[config.mk]
export PLATFORM = sky130hd
export DESIGN_NAME = fetch_decode_stage
export DESIGN_NICKNAME = d
export VERILOG_FILES = /design/src/rtl/fetch_decode_stage.sv
export SDC_FILE = /design/constraint.sdc
export NUM_CORES = 2
export LEC_CHECK = 0
export CORE_MARGIN = 3
export CORE_UTILIZATION = 40
export DETAILED_ROUTE_END_ITERATION = 10
export PLACE_DENSITY = 0.68
export SYNTH_ARGS = -nofsm -noshare
export SYNTH_HDL_FRONTEND = slang
export SYNTH_SLANG_ARGS = --single-unit
[constraint.sdc]
create_clock -name clk -period 3.15 [get_ports clk]
set_clock_uncertainty 0.15 [all_clocks]
set_input_delay 0.4725 -clock clk [delete_from_list [all_inputs] [get_ports clk]]
set_output_delay 0.4725 -clock clk [all_outputs]
set_load 0.05 [all_outputs]
[src/rtl/fetch_decode_stage.sv]
// Fetch/decode stage: fetches from a synchronous instruction memory, decodes the word,
// reads the register file and issues one instruction every two cycles to execute.
module fetch_decode_stage #(
    parameter int unsigned IMEM_AW  = 10,
    parameter logic [31:0] RESET_PC = 32'h0000_0000,
    parameter logic [6:0]  HALT_OP  = 7'h7F
) (
    input  logic               clk,
    input  logic               reset,
    input  logic               enable_fd,
    output logic               imem_en,
    output logic [IMEM_AW-1:0] imem_addr,
    input  logic [31:0]        imem_rdata,
    input  logic               wb_en,
    input  logic [4:0]         wb_addr,
    input  logic [31:0]        wb_data,
    input  logic               branch_taken,
    input  logic [31:0]        branch_target,
    output logic               enable_ex,
    output logic [31:0]        src1,
    output logic [31:0]        src2,
    output logic [31:0]        imm,
    output logic [6:0]         control_in,
    output logic [31:0]        pc_out,
    output logic               halted
);

    typedef enum logic [1:0] {StIdle, StFetch, StIssue, StHalt} state_e;

    state_e      state_q, state_d;
    logic [31:0] pc_q, pc_d;
    logic [31:0] rf_q [32];

    logic        enable_ex_q;
    logic [31:0] src1_q, src2_q, imm_q, pc_out_q;
    logic [6:0]  ctrl_q;

    logic [6:0]  opcode;
    logic [4:0]  rs1, rs2;
    logic [31:0] imm_ext, rs1_val, rs2_val;
    logic        issue, redirect;
    logic        unused_bits;

    assign opcode  = imem_rdata[31:25];
    assign rs1     = imem_rdata[19:15];
    assign rs2     = imem_rdata[14:10];
    assign imm_ext = {{17{imem_rdata[14]}}, imem_rdata[14:0]};

    assign unused_bits = ^{imem_rdata[24:20], branch_target[1:0]};

    // Redirects are honoured everywhere except HALT, which only reset leaves.
    assign redirect = branch_taken && (state_q != StHalt);

    // Register file read with same-cycle write-back forwarding; r0 is hardwired to zero.
    always_comb begin
        rs1_val = rf_q[rs1];
        if (rs1 == 5'd0) begin
            rs1_val = '0;
        end else if (wb_en && (wb_addr == rs1)) begin
            rs1_val = wb_data;
        end
        rs2_val = rf_q[rs2];
        if (rs2 == 5'd0) begin
            rs2_val = '0;
        end else if (wb_en && (wb_addr == rs2)) begin
            rs2_val = wb_data;
        end
    end

    always_ff @(posedge clk) begin
        if (reset) begin
            state_q <= StIdle;
        end else begin
            state_q <= state_d;
        end
    end

    always_comb begin
        state_d = state_q;
        unique case (state_q)
            StIdle:  if (enable_fd) state_d = StFetch;
            StFetch: state_d = StIssue;
            StIssue: begin
                if (opcode == HALT_OP) begin
                    state_d = StHalt;
                end else if (enable_fd) begin
                    state_d = StFetch;
                end else begin
                    state_d = StIdle;
                end
            end
            StHalt:  state_d = StHalt;
            default: state_d = StIdle;
        endcase
        if (redirect) begin
            state_d = StFetch;
        end
    end

    always_comb begin
        imem_en = (state_q == StFetch);
        halted  = (state_q == StHalt);
        issue   = (state_q == StIssue) && !branch_taken;
    end

    assign imem_addr = pc_q[IMEM_AW+1:2];

    always_comb begin
        pc_d = pc_q;
        if (redirect) begin
            pc_d = {branch_target[31:2], 2'b00};
        end else if (issue) begin
            pc_d = pc_q + 32'd4;
        end
    end

    always_ff @(posedge clk) begin
        if (reset) begin
            pc_q        <= RESET_PC;
            enable_ex_q <= 1'b0;
            src1_q      <= '0;
            src2_q      <= '0;
            imm_q       <= '0;
            ctrl_q      <= '0;
            pc_out_q    <= '0;
        end else begin
            pc_q        <= pc_d;
            enable_ex_q <= issue;
            if (issue) begin
                src1_q   <= rs1_val;
                src2_q   <= rs2_val;
                imm_q    <= imm_ext;
                ctrl_q   <= opcode;
                pc_out_q <= pc_q;
            end
        end
    end

    always_ff @(posedge clk) begin
        if (reset) begin
            for (int i = 0; i < 32; i++) begin
                rf_q[i] <= '0;
            end
        end else if (wb_en && (wb_addr != 5'd0)) begin
            rf_q[wb_addr] <= wb_data;
        end
    end

    assign enable_ex  = enable_ex_q;
    assign src1       = src1_q;
    assign src2       = src2_q;
    assign imm        = imm_q;
    assign control_in = ctrl_q;
    assign pc_out     = pc_out_q;

endmodule
==> flow_summary.json <==
{
  "tns_ns": 0,
  "cp_slowest_cell": "clkdlybuf4s50_1",
  "start_util_pct": 40.3,
  "busiest_layer": "met2",
  "final_antenna_net_count": 0,
  "met2_usage_pct": 38.3,
  "power.density_nw_per_um2": 518,
  "cp_top_family": "buffers and inverters",
  "dieHeight_um": 395,
  "grt_max_degree": 117,
  "h-tree-depth": 3,
  "max_cap_violations": 0,
  "wl_um": 200000,
  "root_buffer": "clkbuf_16",
  "slowest_delay_ns": 0.81,
  "vias": 44100,
  "p_leak_nw": 24.0,
  "cts_setup_buffers": 0,
  "final_common_cell": "edfxtp_1",
  "hold_path_depth": 3,
  "grtUsageMet3_pct": 6.71,
  "viasPerCell": 6.28,
  "gp_congestion": 0.913,
  "reg2reg_slack_ns": 0.63,
  "ctsHoldBuffers": 0,
  "max_clock_freq_mhz": 332,
  "synth-edff-count": 1024,
  "finalHoldViolations": 0,
  "grt-ovfl-total": 0,
  "syn-cell-area_um2": 60500,
  "path_buf_inv": 2,
  "synth.distinct_cells": 65,
  "drtIter0Drc": 5467,
  "cts_buffer_depth": 3,
  "synthArstFlopShare_pct": 0,
  "antenna_found_initial": 7,
  "seq_area_frac_synth_pct": 55.8,
  "dieArea_um2": 156000,
  "core_um2": 150000,
  "rsz0062_at_grt": "no",
  "synthCells": 4744,
  "die_x_um": 395,
  "synth_ff_type": "edfxtp_1",
  "grt_pass1_vias": 43500,
  "r2r_cells": 7,
  "io_buffer_count": 244,
  "worst-path-stages": 3,
  "hold_slack_ns": 0.123,
  "row_count": 142,
  "tightestPinTransition_ns": 1.06,
  "maxSlewHeadroom_pct": 28.8,
  "finalMaxSlewViolations": 0,
  "path_cells": "inv_1, nor2_1, clkdlybuf4s50_1",
  "period_needed_ns": 3.01,
  "dpl.hpwl_um": 127000,
  "grt_usage_pct": 24.8,
  "grt_pass1_wl_um": 289000,
  "most-common-layout-cells": "edfxtp_1, nor3_1, mux2i_1, and2_1, mux4_2",
  "drive_gt1_share_pct": 19.0,
  "required_ns": 2.53,
  "numClockSinks": 1173,
  "insertion_delay_ns": 0.75,
  "status": "completed",
  "cts_tree": "yes",
  "grtUsageMet1_pct": 33.2,
  "start_kind": "register",
  "dr.pass1.iters": 6,
  "vdd_drop_max_v": 0.000571,
  "synth-seq-cells": 1173,
  "worst_setup_path_end_kind": "output pin",
  "yosys_warnings": 0,
  "numCtsBuffers": 117,
  "clk_pin_slew_ns": 0.07,
  "nets": 5011,
  "timing.final.crit_share_pct": 95.6,
  "min_path_type": "primary input to register",
  "crit_arrival_ns": 2.39,
  "criticalPathCategory": "register to output pin",
  "avgSynthCellArea_um2": 12.7,
  "drc_errors": 0,
  "setup_viol": 0,
  "crit_fanout": 9,
  "finalPower_mw": 36.7,
  "syn_to_final_growth_pct": 17.2,
  "io_pins": 254,
  "post_drt_wl_per_cell_um": 28.4
}
state kept, by name, indices dropped and copies added (netlist names):
name	cells
rf_q	1024
src1	32
pc_out	30
imm	15
pc_q	30
src2	32
enable_ex	1
state_q	2
control_in	7
worst min-delay path: stages:
cell and delay, ns:
clkdlybuf4s50_1 0.40, nand2_1 0.06, a21oi_1 0.05
per-stage QoR:
| stage | cells | area (um2) | util (%) | setup WS, ns |
|---|---|---|---|---|
| global placement | 6801 | 67000 | 44.7 | 0.108 |
| floorplan | 4777 | 60600 | - | 0.551 |
| finish | 7023 | 70900 | 47.3 | 0.138 |
| detailed placement | 6801 | 67000 | 44.7 | 0.0951 |
| global route | 7022 | 70900 | 47.3 | 0.0367 |
| CTS | 7022 | 70900 | 47.3 | 0.0953 |
path summary, 6_finish.rpt:
| check | end | start |
|---|---|---|
| worst max register to register | src1[6] | state_q[1] |
| worst max-delay path | imem_en | state_q[0] |
| worst min-delay path | imm[2] | imem_rdata[2] |
| worst min register to register | control_in[6] | control_in[6] |
power breakdown:
part	switching, mW	internal (mW)	leakage, nW
sequential	0.452	17.7	11.0
clock	6.20	7.78	1.87
combinational	2.71	1.88	11.2
metal layers:
metal / wire [um] / vias to the layer above
met2: 90400 / 2829
met5: 37 / -
met1: 77000 / 22200
li1: - / 18700
met4: 8640 / 6
met3: 23500 / 459
cell usage after synthesis, types with 15 or more instances:
cell type	instances	share of area, %
edfxtp_1	1024	51
nor3_1	639	5.3
mux2i_1	448	7.4
clkbuf_1	409	2.5
and2_1	377	3.9
mux4_2	254	9.5
nand2_1	177	1.1
dfxtp_1	149	4.9
a22oi_1	146	1.8
o22ai_1	112	1.2
mux2_2	110	2.0
a21oi_1	107	0.89
buf_2	100	0.83
a221oi_1	83	1.2
nor2_1	77	0.48
a22o_1	60	0.87
o21ai_0	43	0.36
buf_4	37	0.46
or3_1	37	0.38
or2_2	34	0.35
o221ai_1	31	0.45
buf_1	28	0.17
inv_1	28	0.17
and3_1	24	0.25
a31oi_1	22	0.23
a211o_1	20	0.29
nand3_1	19	0.16
a211oi_1	17	0.21
xnor2_1	16	0.23
nor2b_1	15	0.16
logic make-up (layout without fill, tap and decap cells):
logic type | after synthesis | count (layout) | synth area share, %
compound gates | 671 | 671 | 7.86
xor+xnor | 23 | 23 | 0.333
fa+ha+maj | 1 | 1 | 0.0207
buf+inv | 604 | 833 | 4.21
flops | 1173 | 1173 | 55.8
mux | 812 | 812 | 18.9
other cells | 1 | 35 | 0.00620
simple gates | 1459 | 1459 | 12.9
layout make-up:
type / count / area, um2
sequential: 1173 / 33700
fill: 13200 / 79100
antenna: 1 / 2.50
multi-input combinational: 3000 / 24400
tap: 2016 / 2520
clock buffer: 165 / 3320
timing repair buffer: 584 / 6230
inverter: 28 / 105
clock inverter: 56 / 503
timing repair:
item                                   CTS  global route
endpoints found under the hold margin    0             0
resized for setup                        1             0
setup endpoints to repair                1             0
Note: power is estimated with default switching activity, not from simulation.
